<file path="config.mk">
export PLATFORM = sky130hd
export DESIGN_NAME = spikehard_dma_rd_arbiter
export DESIGN_NICKNAME = d
export VERILOG_FILES = /design/src/rtl/spikehard_dma_rd_arbiter_pkg.sv /design/src/rtl/spikehard_rr_arb2.sv /design/src/rtl/spikehard_dma_rd_arbiter.sv
export SDC_FILE = /design/constraint.sdc
export NUM_CORES = 1
export LEC_CHECK = 0
export BUFFER_PORTS_ARGS = -buffer_cell sky130_fd_sc_hd__buf_4
export CAP_MARGIN = 20
export CORE_MARGIN = 10
export CORE_UTILIZATION = 50
export DETAILED_ROUTE_END_ITERATION = 10
export HOLD_SLACK_MARGIN = 0.02
export PLACE_DENSITY = 0.88
export SLEW_MARGIN = 10
export SYNTH_ARGS = -nofsm -noshare
export SYNTH_HDL_FRONTEND = slang
export SYNTH_SLANG_ARGS = --single-unit
</file>
<file path="constraint.sdc">
create_clock -name clk -period 5.1 [get_ports clk]
set_input_delay 1.53 -clock clk [delete_from_list [all_inputs] [get_ports clk]]
set_output_delay 1.53 -clock clk [all_outputs]
set_load 0.1 [all_outputs]
</file>
<file path="src/rtl/spikehard_dma_rd_arbiter_pkg.sv">
// Shared types and constants for the SpikeHard DMA read arbiter.
// Holds the FSM state encoding, DMA beat-size codes and requester count.
package spikehard_dma_rd_arbiter_pkg;

  typedef enum logic [1:0] {
    IDLE = 2'd0,
    CTRL = 2'd1,
    DATA = 2'd2
  } state_t;

  localparam logic [2:0] DMA_SIZE_32 = 3'b010;
  localparam logic [2:0] DMA_SIZE_64 = 3'b011;
  localparam int NUM_REQ = 2;

  function automatic logic [2:0] dma_size(input int width);
    return (width == 64) ? DMA_SIZE_64 : DMA_SIZE_32;
  endfunction

endpackage

</file>
<file path="src/rtl/spikehard_rr_arb2.sv">
// Two-way arbiter: round-robin pointer by default, fixed priority to requester 0
// when SPIKEHARD_DMA_ARB_FIXED_PRIO_EN is defined (pointer register removed).
module spikehard_rr_arb2
  import spikehard_dma_rd_arbiter_pkg::*;
(
  input  logic               clk,
  input  logic               rst,
  input  logic [NUM_REQ-1:0] req,
  input  logic               update,
  input  logic               served,
  output logic [NUM_REQ-1:0] grant,
  output logic               winner
);

`ifdef SPIKEHARD_DMA_ARB_FIXED_PRIO_EN
  assign winner = ~req[0] & req[1];
`else
  logic ptr;

  // After a completed grant the other requester gets priority on the next tie.
  always_ff @(posedge clk) begin
    if (rst) begin
      ptr <= 1'b0;
    end else if (update) begin
      ptr <= ~served;
    end
  end

  assign winner = (req == 2'b11) ? ptr : (req[1] & ~req[0]);
`endif

  assign grant = (req != '0) ? (winner ? 2'b10 : 2'b01) : 2'b00;

endmodule

</file>
<file path="src/rtl/spikehard_dma_rd_arbiter.sv">
// Arbitrates two DMA read requesters onto one DMA ctrl/data channel pair.
// Policy selected by SPIKEHARD_DMA_ARB_FIXED_PRIO_EN (default: round-robin).
module spikehard_dma_rd_arbiter
  import spikehard_dma_rd_arbiter_pkg::*;
#(
  parameter int DMA_BUS_WIDTH = 32
) (
  input  logic                     clk,
  input  logic                     rst,
  input  logic [NUM_REQ-1:0]       req_valid,
  input  logic [32*NUM_REQ-1:0]    req_index,
  input  logic [32*NUM_REQ-1:0]    req_length,
  output logic [NUM_REQ-1:0]       req_ready,
  output logic [DMA_BUS_WIDTH-1:0] rd_data,
  output logic [NUM_REQ-1:0]       rd_valid,
  input  logic [NUM_REQ-1:0]       rd_ready,
  output logic                     rd_last,
  output logic                     dma_read_ctrl_valid,
  input  logic                     dma_read_ctrl_ready,
  output logic [31:0]              dma_read_ctrl_data_index,
  output logic [31:0]              dma_read_ctrl_data_length,
  output logic [2:0]               dma_read_ctrl_data_size,
  input  logic                     dma_read_chnl_valid,
  output logic                     dma_read_chnl_ready,
  input  logic [DMA_BUS_WIDTH-1:0] dma_read_chnl_data,
  output logic                     busy
);

  state_t state;
  logic          gnt_id;
  logic [31:0]   index_q;
  logic [31:0]   length_q;
  logic [31:0]   count;

  logic [NUM_REQ-1:0] arb_grant;
  logic          arb_winner;
  logic          idle;
  logic          in_data;
  logic          accept;
  logic          zero_len;
  logic          beat;
  logic          last_beat;
  logic          arb_update;
  logic          arb_served;
  logic [31:0]   win_index;
  logic [31:0]   win_length;

  assign idle       = (state == IDLE);
  assign in_data    = (state == DATA);
  assign accept     = idle & (|req_valid);
  assign win_index  = arb_winner ? req_index[63:32]  : req_index[31:0];
  assign win_length = arb_winner ? req_length[63:32] : req_length[31:0];
  assign zero_len   = (win_length == 32'd0);
  assign beat       = in_data & dma_read_chnl_valid & dma_read_chnl_ready;
  assign last_beat  = beat & (count == 32'd1);

  // Zero-length accepts finish in IDLE, so they rotate priority immediately.
  assign arb_update = (accept & zero_len) | last_beat;
  assign arb_served = idle ? arb_winner : gnt_id;

  spikehard_rr_arb2 u_arb (
    .clk    (clk),
    .rst    (rst),
    .req    (req_valid),
    .update (arb_update),
    .served (arb_served),
    .grant  (arb_grant),
    .winner (arb_winner)
  );

  assign req_ready                 = idle ? arb_grant : '0;
  assign dma_read_ctrl_valid       = (state == CTRL);
  assign dma_read_ctrl_data_index  = index_q;
  assign dma_read_ctrl_data_length = length_q;
  assign dma_read_ctrl_data_size   = dma_size(DMA_BUS_WIDTH);
  assign rd_data                   = in_data ? dma_read_chnl_data : '0;
  assign rd_valid                  = (in_data & dma_read_chnl_valid) ? (gnt_id ? 2'b10 : 2'b01) : 2'b00;
  assign dma_read_chnl_ready       = in_data & rd_ready[gnt_id];
  assign rd_last                   = in_data & (count == 32'd1);
  assign busy                      = ~idle;

  always_ff @(posedge clk) begin
    if (rst) begin
      state    <= IDLE;
      gnt_id   <= 1'b0;
      index_q  <= '0;
      length_q <= '0;
      count    <= '0;
    end else begin
      case (state)
        IDLE: begin
          if (accept) begin
            gnt_id   <= arb_winner;
            index_q  <= win_index;
            length_q <= win_length;
            if (!zero_len) state <= CTRL;
          end
        end
        CTRL: begin
          if (dma_read_ctrl_ready) begin
            state <= DATA;
            count <= length_q;
          end
        end
        DATA: begin
          if (beat) begin
            count <= count - 32'd1;
            if (count == 32'd1) state <= IDLE;
          end
        end
        default: state <= IDLE;
      endcase
    end
  end

endmodule

</file>
Word-level counts from Yosys, hierarchy flattened
Cells that the tools add are included.
Operators by class
  mux-type cells: 21
  reductions and logical operators: 8
  bitwise logic cells: 12
  div/mod/pow operators: 0
  add/sub/neg operators: 1
  shift operators: 0
  multiply operators: 0
  magnitude comparators: 1
  eq/ne operators: 9
Operators with widths (number)
  32-bit two-way mux: 5
  32-bit case mux with 2 select lines: 1
  32-bit by 1-bit == test with 1-bit output, second input constant: 1
  32-bit logical NOT: 1
  32-bit by 1-bit subtractor with 32-bit output, second input constant: 1
  2-bit two-way mux: 10
  1-bit AND: 8
  2-bit by 1-bit inequality test with 1-bit output, second input constant: 4
  2-bit case mux with 3 select lines: 1
  5-bit AND reduction: 1
  2-bit == test, second input constant: 2
  1-bit two-way mux: 4
  2-bit nonzero test: 2
  1-bit inverter: 3
  3-bit AND reduction: 1
  2-bit by 1-bit == test with 1-bit output, second input constant: 1
  2-bit logical NOT: 1
  1-bit by 2-bit less-than comparator with 1-bit output, second input constant: 1
  2-bit inequality test, second input constant: 1
  2-bit AND reduction: 1
  2-bit OR reduction: 1
  1-bit bitwise OR: 1
Word-level totals
  bits in read-only memories: 0
  memories: 0
  register bits: 100
  RAM bits: 0
  bits in latches: 0
  input port bits: 168

Logic depth before layout (Yosys ltp)
Gate-level depths: netlist of run 1.
  word-level depth: 8
  depth in mapped cells: 8
  depth with buffers taken out: 7

Cells and area by module
Synthesis of run 1 repeated with hierarchy kept, for this count alone.
Second synthesis, totals
  cells, all modules: 668
  area total of the unflattened synthesis: 5506.5 µm²
Modules (own cells, without submodules)
  spikehard_dma_rd_arbiter: instances 1, cells each 661, area an instance 5444.0 µm²
  spikehard_rr_arb2: instances 1, cells each 7, area an instance 62.6 µm²

Worst setup path after synthesis of run 1
OpenSTA, ideal clock, no wires.
  path kind: input-to-output
  from: in req_valid[0]
  to: out req_ready[0]
  setup slack: 350 ps
  cell stages on the path: 6
  arrival time: 3220 ps
  path through: inv_1 -> o21ai_0 -> buf_2 -> and2_1 -> clkbuf_1 -> clkbuf_1
Between the ends
  word-level cells in the longest chain between the ends: 6
Ends and longest elaborated chain
  start: declaration: RTL line spikehard_dma_rd_arbiter.sv:10  | input logic [NUM_REQ-1:0] req_valid,
  1-bit inverter: RTL line spikehard_rr_arb2.sv:29  | assign winner = (req == 2'b11) ? ptr : (req[1] & ~req[0]);
  1-bit AND: RTL line spikehard_rr_arb2.sv:29
  1-bit two-way mux: RTL line spikehard_rr_arb2.sv:29
  2-bit two-way mux: RTL line spikehard_rr_arb2.sv:32  | assign grant = (req != '0) ? (winner ? 2'b10 : 2'b01) : 2'b00;
  2-bit two-way mux (*): RTL line spikehard_rr_arb2.sv:32
  2-bit two-way mux (*): RTL line spikehard_dma_rd_arbiter.sv:71  | assign req_ready = idle ? arb_grant : '0;
  end: declaration: RTL line spikehard_dma_rd_arbiter.sv:13  | output logic [NUM_REQ-1:0] req_ready,
Every way passes the cells marked *; elsewhere a longest branch is shown, timed or not.

Final worst setup path of run 1
  from: reg count[15]
  to: out rd_last
Between the ends
  word-level cells in the longest chain between the ends: 2
Ends and longest elaborated chain
  start: declaration: RTL line spikehard_dma_rd_arbiter.sv:33  | logic [31:0] count;
  start signal: assignment: RTL line spikehard_dma_rd_arbiter.sv:102  | count <= length_q;
  start signal: assignment: RTL line spikehard_dma_rd_arbiter.sv:107  | count <= count - 32'd1;
  32-bit by 1-bit == test with 1-bit output: RTL line spikehard_dma_rd_arbiter.sv:79  | assign rd_last = in_data & (count == 32'd1);
  1-bit AND: RTL line spikehard_dma_rd_arbiter.sv:79
  end: declaration: RTL line spikehard_dma_rd_arbiter.sv:17  | output logic rd_last,
No other way between the ends.

==> results of run 1 <==
==> final cells by class <==
type | instances | area (um2)
Clock buffer | 11 | 151.4
Fill cell | 775 | 2754
Multi-Input combinational cell | 500 | 3126
Tap cell | 136 | 170.2
Clock inverter | 5 | 42.54
Timing Repair Buffer | 280 | 2102
Inverter | 6 | 22.52
Sequential cell | 100 | 2002
==> cells in the mapped netlist, types with 3 or more instances <==
master / count
dfxtp_1: 100
nor2_1: 73
nand2_1: 69
a21oi_1: 48
a22oi_1: 42
clkbuf_1: 42
a211oi_1: 38
mux2i_1: 37
and2_1: 36
nor4_1: 26
o21ai_0: 25
nor3_1: 8
buf_2: 7
inv_1: 6
o31ai_1: 6
or3_1: 5
or4_1: 5
a211oi_2: 4
a31oi_1: 4
nand3_1: 4
nand4_1: 4
a221oi_1: 3
a32o_1: 3
buf_1: 3
buf_4: 3
nor3_2: 3
o211ai_1: 3
o21a_1: 3
o21ai_1: 3
o31a_1: 3
o41ai_1: 3
==> metal layers <==
metal | wire, um | vias up | track usage, %
met5 | 0 | - | 0
met4 | 535 | 0 | 9.389
met3 | 1916 | 40 | 5.697
met2 | 10140 | 361 | 42.68
met1 | 7812 | 2855 | 29.16
li1 | - | 2906 | -
==> critical path, stage by stage, from the launching register on <==
cell,delay (ns)
dfxtp_1,0.42
nor4_2,0.58
nand4_1,0.20
nor4_1,0.68
and2_1,0.23
buf_4,0.29
==> cells by family after synthesis <==
logic type / synth area share, %
and+or+nand+nor: 23.36
AOI/OAI and AO/OA: 26.42
DFF: 37.41
buffers and inverters: 4.863
muxes: 7.342
adders and majority gates: 0.4675
other: 0.1403
==> final timing paths <==
check,endpoint,slack [ns],depth (start not counted)
worst max register to register,u_arb.ptr,2.57,5
worst min-delay path,dma_read_ctrl_data_index[20],0.46,2
worst max-delay path,rd_last,0.78,5
worst min register to register,dma_read_ctrl_data_index[20],0.46,2
==> through the flow <==
stage	cells	power, mW	hold slack (ns)	area [um2]	setup slack (ns)
2_1_floorplan	662	1.929	0.4396	5355	0.3497
3_3_place_gp	1022	2.257	0.4408	7422	0.9608
3_5_place_dp	1022	2.287	0.4437	7422	0.9326
4_1_cts	1038	2.780	0.4576	7616	0.8293
5_1_grt	1038	2.902	0.4693	7616	0.7152
6_report	1038	2.791	0.4566	7616	0.7759
==> placed cells by master, fill, tap and decap left out, drive strengths merged, types with 3 or more instances in the layout <==
master  instances
nand2          69
a21oi          48
o41ai           5
o31ai           6
a221oi          3
or3             5
a31oi           4
o21a            3
nand3           4
a211oi         42
nand4           4
dfxtp         100
and2           36
nor3           11
a22oi          42
a32o            3
or4             5
or2             4
buf           280
clkbuf         11
inv             9
mux2i          37
o211ai          3
conb            3
nor2           74
nor4           28
o31a            3
o21ai          28
==> report_power, final <==
group	switching, mW	total (mW)	internal (mW)
sequential	0.0850	0.950	0.865
combinational	0.975	1.33	0.358
clock	0.298	0.508	0.210
==> flip-flops by register name, indices dropped and copies added (netlist names) <==
name	cells
count	32
dma_read_ctrl_data_index	32
dma_read_ctrl_data_length	32
state	2
gnt_id	1
u_arb.ptr	1
==> summary.md, run 1 <==
| Metric | Value |
|---|---|
| Vias post-DR | `6162` |
| Setup bufs post-CTS | `0` |
| Die Ht | `~120 um` |
| Leakage power | `around 3.4 nW` |
| Reg2reg start | `count[15]` |
| Crit path from | `count[15]` |
| Crit start category | `flip-flop` |
| Detail Placement HPWL | `between 15 and 20 mm` |
| Final Core Density | `73.44%` |
| Setup violations, final | `0` |
| DR vias/cell | `5.936` |
| Number of antenna violations at the first check in global routing | `0` |
| Pwr dens | `~370 nW/um2` |
| Core area | `around 10000 um2` |
| CTS buffer count | `9` |
| Most used DFF post-synth | `dfxtp_1` |
| H-Tree Depth | `3` |
| Chip width | `approximately 120 um` |
| Tmin final | `4.324 ns` |
| NumNets Final | `around 1.1k` |
| Port Buffer Count | `around 270` |
| Max transition margin | `45.49%` |
| Critical path arrival | `around 2.8 ns` |
| Worst skew pair latency | `roughly 0.40 ns` |
| First-pass GRT wire length | `around 31 mm` |
| Post-Synthesis Cells | `~660` |
| Boundary Pins | `about 280` |
| Slew at the pin closest to its max-slew limit | `0.8102 ns` |
| Root Driver | `clkbuf_8` |
| Hold WC Path Type | `flip-flop to flip-flop` |
| Layout cells sized above 1 | `between 30% and 40%` |
| GR Overflow Total | `0` |
| Period utilization | `about 85%` |
| WL per Instance | `approximately 20 um` |
| CTS Sinks | `100` |
| Final ANT Viol Nets | `0` |
| Post-synth EDFFs | `0` |
| Largest cells by area after synthesis | `dfxtp_1 (37%), mux2i_1 (6.9%), a22oi_1 (5.9%), a211oi_1 (5.3%), nor2_1 (5.1%)` |
| Seq/Total Area, Yosys | `a little under two fifths` |
| Starting Density | `between 50% and 60%` |
| Sum Neg Setup Slack | `0 ns` |
| Crit Path Max Fanout | `9` |
| 1st-iter DRT viols | `between 500 and 600` |
| Die area | `15240 um2` |
| Average size of a mapped cell | `approximately 8.1 um2` |
| Drt first pass iters | `6` |
| Pin count of the biggest net entering global routing | `between 60 and 70` |
| Max cap viols | `0` |
| Site Rows | `37` |
| Register bit total from synthesis | `100` |
| CP endpoint kind | `output pin` |
| # diodes | `0` |
| Synth top area share | `a little under two fifths` |
| Yosys warnings | `0` |
| Max-slew violation count | `0` |
| Vias in the first global route | `between 5k and 6k` |
| Max Buffers Root-to-Sink | `2` |
| Worst path required time | `approximately 3.6 ns` |
| Worst VDD drop | `272.0 uV` |
| Residual DRC | `0` |
| Post-route clock skew | `between 0.01 and 0.015 ns` |
| Post-Syn Area | `between 5000 and 6000 um2` |
| Post-CTS Hold Fix Bufs | `0` |
| Area growth syn-to-layout | `42.32%` |
| RSZ-0062 raised after global routing | `no` |
| Post-synth ARST share | `0%` |
| PostCTS Resize Cnt | `0` |
| Netlist cell types | `between 50 and 60` |
| Total Routing Usage GR | `24.72%` |
| RD Place Congestion | `about 0.92` |
| Hold Fails Final Rpt | `0` |
| CP Class | `flip-flop to output pin` |
| Fmax | `about 0.23 GHz` |
| CTS tree | `done` |
| Hold path start | `dma_read_ctrl_data_index[20]` |
| Leading area contributor after synthesis | `dfxtp_1` |
| Result of the run | `completed` |
| Clk slew on worst S/H paths | `~0.1 ns` |
| Detailed Route WL | `20.40 mm` |
Note: power is estimated with default switching activity, not from simulation.
==> inputs of run 2 (changes only) <==
- CORE_UTILIZATION: 50 -> 42
- PLACE_DENSITY: 0.88 -> 0.79
- clock period: 5.1 -> 3.96 ns (I/O delays scaled with it)
==> summary.md, run 2 (synthesis gave the netlist of run 1 again) <==
| Metric | Value |
|---|---|
| Result of the run | `completed` |
| Drt first pass iters | `5` |
| CTS tree | `done` |
| Die area | `17660 um2` |
| Combinational share of power | `between 40% and 50%` |
| Power Internal | `between 2 and 2.5 mW` |
| GR Overflow Total | `0` |
| Hold Fails Final Rpt | `0` |
| PostCTS Resize Cnt | `0` |
| Sum Neg Setup Slack | `0 ns` |
| Clk slew on worst S/H paths | `approximately 0.07 ns` |
| Root Driver | `clkbuf_16` |
| Chip width | `between 100 and 150 um` |
| Boundary Pins | `around 280` |
| Psw | `between 1.5 and 2 mW` |
| Slowest CP cell | `nor4_1` |
| WL per Instance | `between 15 and 20 um` |
| Max-slew violation count | `0` |
| Setup violations, final | `0` |
| Worst VDD drop | `252.6 uV` |
| Total power | `around 3.8 mW` |
| Fillers | `~1.1k` |
| Critical path arrival | `2.41 ns` |
| Setup bufs post-CTS | `0` |
| Seq pwr share | `about 32%` |
| CP Class | `flip-flop to output pin` |
| Vias in the first global route | `roughly 5.7k` |
| CP Cell Sequence | `nor4_2, nand4_1, nor4_1, and2_1, buf_4` |
| Post-CTS Hold Fix Bufs | `0` |
| Vias post-DR | `~6k` |
| Detail Placement HPWL | `roughly 16 mm` |
| Fmax | `0.2776 GHz` |
| Clock Power Share | `a little under a quarter` |
| RD Place Congestion | `between 0.8 and 0.9` |
| Post-route clock skew | `around 0.0075 ns` |
| Starting Density | `between 40% and 50%` |
| Total Routing Usage GR | `a little over a fifth` |
| Worst hold stages | `2` |
| Residual DRC | `0` |
| Max Buffers Root-to-Sink | `2` |
| Worst skew pair latency | `roughly 0.35 ns` |
| R2R depth | `7` |
| Critical path depth | `5` |
| First-pass GRT wire length | `30.99 mm` |
| Number of antenna violations at the first check in global routing | `0` |
| CP peak stage delay | `~0.52 ns` |
| Worst path required time | `about 2.8 ns` |
| Pin count of the biggest net entering global routing | `just under 70` |
| DR vias/cell | `~5.5` |
| Commonest cells after routing, fill and taps aside | `buf_4 (283), dfxtp_1 (100), nor2_1 (71)` |
| CP endpoint kind | `output pin` |
| NumNets Final | `between 1k and 1.5k` |
| Max transition margin | `between 50% and 60%` |
| # diodes | `0` |
| Final ANT Viol Nets | `0` |
| Area growth syn-to-layout | `45.59%` |
| Port Buffer Count | `about 270` |
| Layout cells sized above 1 | `a little over a third` |
| Site Rows | `41` |
| CP bufs+invs | `1` |
| Hold WC Path Type | `flip-flop to flip-flop` |
| Leakage power | `3.470 nW` |
| 1st-iter DRT viols | `around 420` |
| Pwr dens | `around 500 nW/um2` |
| Slew at the pin closest to its max-slew limit | `approximately 0.71 ns` |
| Core area | `12570 um2` |
| Crit Path Max Fanout | `9` |
| Max cap viols | `0` |
| Final Core Density | `between 60% and 70%` |
| CTS buffer count | `9` |
| Detailed Route WL | `19.90 mm` |
| Period utilization | `about nine tenths` |
| Tmin final | `3.603 ns` |
| RSZ-0062 raised after global routing | `no` |
| Crit start category | `flip-flop` |
| CP top delay family | `simple AND/OR/NAND/NOR gates` |
| Commonest non-fill, non-tap cell in the layout | `buf_4` |
| Die Ht | `~130 um` |
| CTS Sinks | `100` |
| H-Tree Depth | `3` |
| Sw frac | `between 40% and 50%` |
[run 2: cell types whose count changed in the layout (fill, tap and decap cells not counted), sizes merged]
cell	delta
inv	-1
clkinvlp	+1
buf	+4
[run 2: power by group through the flow]
stage               Combinational, mW  Clock [mW]  Sequential, mW
CTS                              1.71       0.867            1.22
floorplan                       0.699           0            1.79
global placement                 1.70           0            1.23
detailed placement               1.71           0            1.24
finish                           1.71       0.858            1.22
global route                     1.81       0.907            1.23
[run 2: stage by stage]
stage | cells | instance area (um2) | hold WS [ns] | worst slack [ns]
finish | 1078 | 7791 | 0.4509 | 0.3575
floorplan | 662 | 5356 | 0.4396 | 0.1844
CTS | 1077 | 7776 | 0.4531 | 0.3769
global placement | 1061 | 7490 | 0.4386 | 0.7195
detailed placement | 1061 | 7490 | 0.4436 | 0.6965
global route | 1078 | 7791 | 0.4741 | 0.1799
[run 2: cell type report]
class                           count  area (um2)  share of cell area, %
Inverter                            6       22.52                 0.2891
Clock inverter                      5       43.79                 0.5621
Tap cell                          172       215.2                  2.762
Clock buffer                       11       242.7                  3.115
Timing Repair Buffer              284        2140                  27.46
Multi-Input combinational cell    500        3126                  40.12
Sequential cell                   100        2002                  25.69
[run 2: path summary, 6_finish.rpt]
path	slack (ns)	end	from
setup / recovery	0.36	rd_last	count[15]
hold / removal	0.45	dma_read_ctrl_data_index[0]	dma_read_ctrl_data_index[0]
hold reg to reg	0.45	dma_read_ctrl_data_index[0]	dma_read_ctrl_data_index[0]
setup reg to reg	1.53	count[30]	count[0]
[run 2: tightest hold or removal path: stages, from the launching register on]
cell     delay (ns)
dfxtp_1        0.31
nand2_1        0.05
a21oi_1        0.05
[run 2: per-layer routing]
layer	track usage, %	wire (um)	up-vias
li1	-	-	2925
met2	34.62	9459	278
met1	26.53	8422	2752
met5	0	0	-
met3	7.002	1687	22
met4	5.379	327	0
==> inputs of run 3 (changes only) <==
==> constraint.sdc (replaced) <==
create_clock -name clk -period 3.96 [get_ports clk]
set_input_delay 0.396 -clock clk [delete_from_list [all_inputs] [get_ports clk]]
set_output_delay 0.396 -clock clk [all_outputs]
set_load 0.1 [all_outputs]
==> summary.md, run 3 (synthesis gave the netlist of run 1 again) <==
| Metric | Value |
|---|---|
| RD Place Congestion | `0.8571` |
| First-pass GRT wire length | `around 31 mm` |
| Power Internal | `around 2.3 mW` |
| Critical path depth | `5` |
| # diodes | `0` |
| CP top delay family | `simple AND/OR/NAND/NOR gates` |
| R2R depth | `6` |
| Register area | `between 2000 and 2500 um2` |
| Psw | `1.725 mW` |
| Fmax | `around 0.33 GHz` |
| CTS tree | `done` |
| Die Ht | `approximately 130 um` |
| Seq pwr share | `around 31%` |
| Post-CTS Hold Fix Bufs | `0` |
| WL per Instance | `about 18 um` |
| Tmin final | `between 2 and 3 ns` |
| Max transition margin | `a little over two fifths` |
| GR Overflow Total | `0` |
| DP Cell Count | `between 1k and 1.5k` |
| CTS buffer count | `9` |
| Slew at the pin closest to its max-slew limit | `0.8543 ns` |
| Drt first pass iters | `4` |
| Commonest non-fill, non-tap cell in the layout | `buf_4` |
| Final Core Density | `62.36%` |
| CTS Sinks | `100` |
| Combinational share of power | `between 40% and 50%` |
| Pin count of the biggest net entering global routing | `68` |
| Crit Path Max Fanout | `9` |
| Crit path from | `count[15]` |
| Post-route clock skew | `approximately 0.0076 ns` |
| Clk slew on worst S/H paths | `roughly 0.07 ns` |
| Vias post-DR | `a little under 6k` |
| PostCTS Resize Cnt | `0` |
| NumNets Final | `approximately 1.1k` |
| Area growth syn-to-layout | `46.46%` |
| 1st-iter DRT viols | `around 400` |
| Total Routing Usage GR | `a little over a fifth` |
| Detail Placement HPWL | `15.41 mm` |
| Cell area after layout | `just under 8000 um2` |
| CP endpoint kind | `output pin` |
| Clock Power Share | `26.8%` |
| Worst VDD drop | `331.7 uV` |
| Number of antenna violations at the first check in global routing | `0` |
| Hold WC Path Type | `primary input to flip-flop` |
| Worst skew pair latency | `between 0.3 and 0.4 ns` |
| Layout Cells excl Fill | `around 1.1k` |
| H-Tree Depth | `3` |
| R2r endpoint | `dma_read_ctrl_data_index[10]` |
| Site Rows | `between 40 and 50` |
| Vias in the first global route | `approximately 5.8k` |
| Detailed Route WL | `19.56 mm` |
| Multi-input gate area | `~3100 um2` |
| Slowest CP cell | `nor4_1` |
| Commonest cells after routing, fill and taps aside | `buf_4 (280), dfxtp_1 (100), nor2_1 (71)` |
| Chip width | `132.9 um` |
| Sum Neg Setup Slack | `0 ns` |
| Pwr dens | `roughly 500 nW/um2` |
| CP bufs+invs | `1` |
| Port Buffer Count | `271` |
| Hold Fails Final Rpt | `0` |
| Sw frac | `about 43%` |
| Crit start category | `flip-flop` |
| Max Buffers Root-to-Sink | `2` |
| Final ANT Viol Nets | `0` |
| Reg2reg start | `state[0]` |
| RSZ-0062 raised after global routing | `no` |
| Leakage power | `approximately 3.5 nW` |
| CP peak stage delay | `about 0.63 ns` |
| Residual DRC | `0` |
| Core area | `12570 um2` |
| Worst Hold End | `dma_read_ctrl_data_index[14]` |
| Critical path arrival | `~2.6 ns` |
| CP Class | `flip-flop to output pin` |
| Fillers | `~1.1k` |
| Hold WS | `roughly 0.33 ns` |
| Post-DP Area | `about 7500 um2` |
| Worst path required time | `around 3.6 ns` |
| Max-slew violation count | `0` |
| Max cap viols | `0` |
| Result of the run | `completed` |
| CP Cell Sequence | `nor4_2, nand4_1, nor4_1, and2_1, buf_4` |
| Worst hold stages | `3` |
| Layout cells sized above 1 | `a little over a third` |
| Root Driver | `clkbuf_16` |
| Die area | `roughly 18000 um2` |
| Worst R2R Setup Slack | `between 1 and 1.5 ns` |
| Boundary Pins | `between 200 and 300` |
| Starting Density | `~43%` |
| Setup bufs post-CTS | `0` |
| Setup violations, final | `0` |
| DR vias/cell | `between 5 and 6` |
| Period utilization | `75.40%` |
| Hold path start | `req_index[46]` |
-- run 3: cell types whose count changed in the layout (fill, tap and decap cells not counted), moves of 2 or more --
| cell | change |
|---|---|
| clkbuf_8 | +3 |
| bufinv_16 | +3 |
| buf_4 | -3 |
| clkinvlp_4 | -2 |
-- run 3: worst max path at each step --
stage,end,slack [ns]
6_report,rd_last,0.97
5_1_grt,rd_last,0.82
3_5_place_dp,rd_last,1.38
3_3_place_gp,rd_last,1.41
2_1_floorplan,dma_read_ctrl_data_index[22],0.86
4_1_cts,rd_last,1.00
-- run 3: per-stage QoR --
stage	power (mW)	setup slack [ns]
2_1_floorplan	2.485	0.8616
3_3_place_gp	2.922	1.406
3_5_place_dp	2.930	1.379
4_1_cts	3.990	1.004
5_1_grt	4.155	0.8169
6_report	3.987	0.9742
-- run 3: cell type report --
cell class	count	area share (%)
clock buffers	13	3.576
clock inverters	3	1.149
inverters	6	0.2874
multi-input cells	500	39.88
flip-flops and latches	100	25.54
well taps	172	2.746
repair buffers	280	26.82
-- run 3: worst min-delay path, delay by kind of cell --
family | cells | cell delay (ns)
buffers and inverters | 1 | 0.08
AOI/OAI and AO/OA | 2 | 0.18
-- run 3: per-layer routing --
layer	GRT usage (%)	wire, um
met1	26.71	8462
met2	33.45	9103
met3	5.715	1527
met4	7.702	464
met5	0	0
-- run 3: power by group through the flow --
| stage | combinational (mW) | clock (mW) | sequential (mW) |
|---|---|---|---|
| after floorplan | 0.699 | 0 | 1.79 |
| after global placement | 1.69 | 0 | 1.24 |
| after detailed placement | 1.69 | 0 | 1.24 |
| after global routing | 1.80 | 1.12 | 1.23 |
| after CTS | 1.70 | 1.08 | 1.22 |
| final | 1.70 | 1.07 | 1.22 |
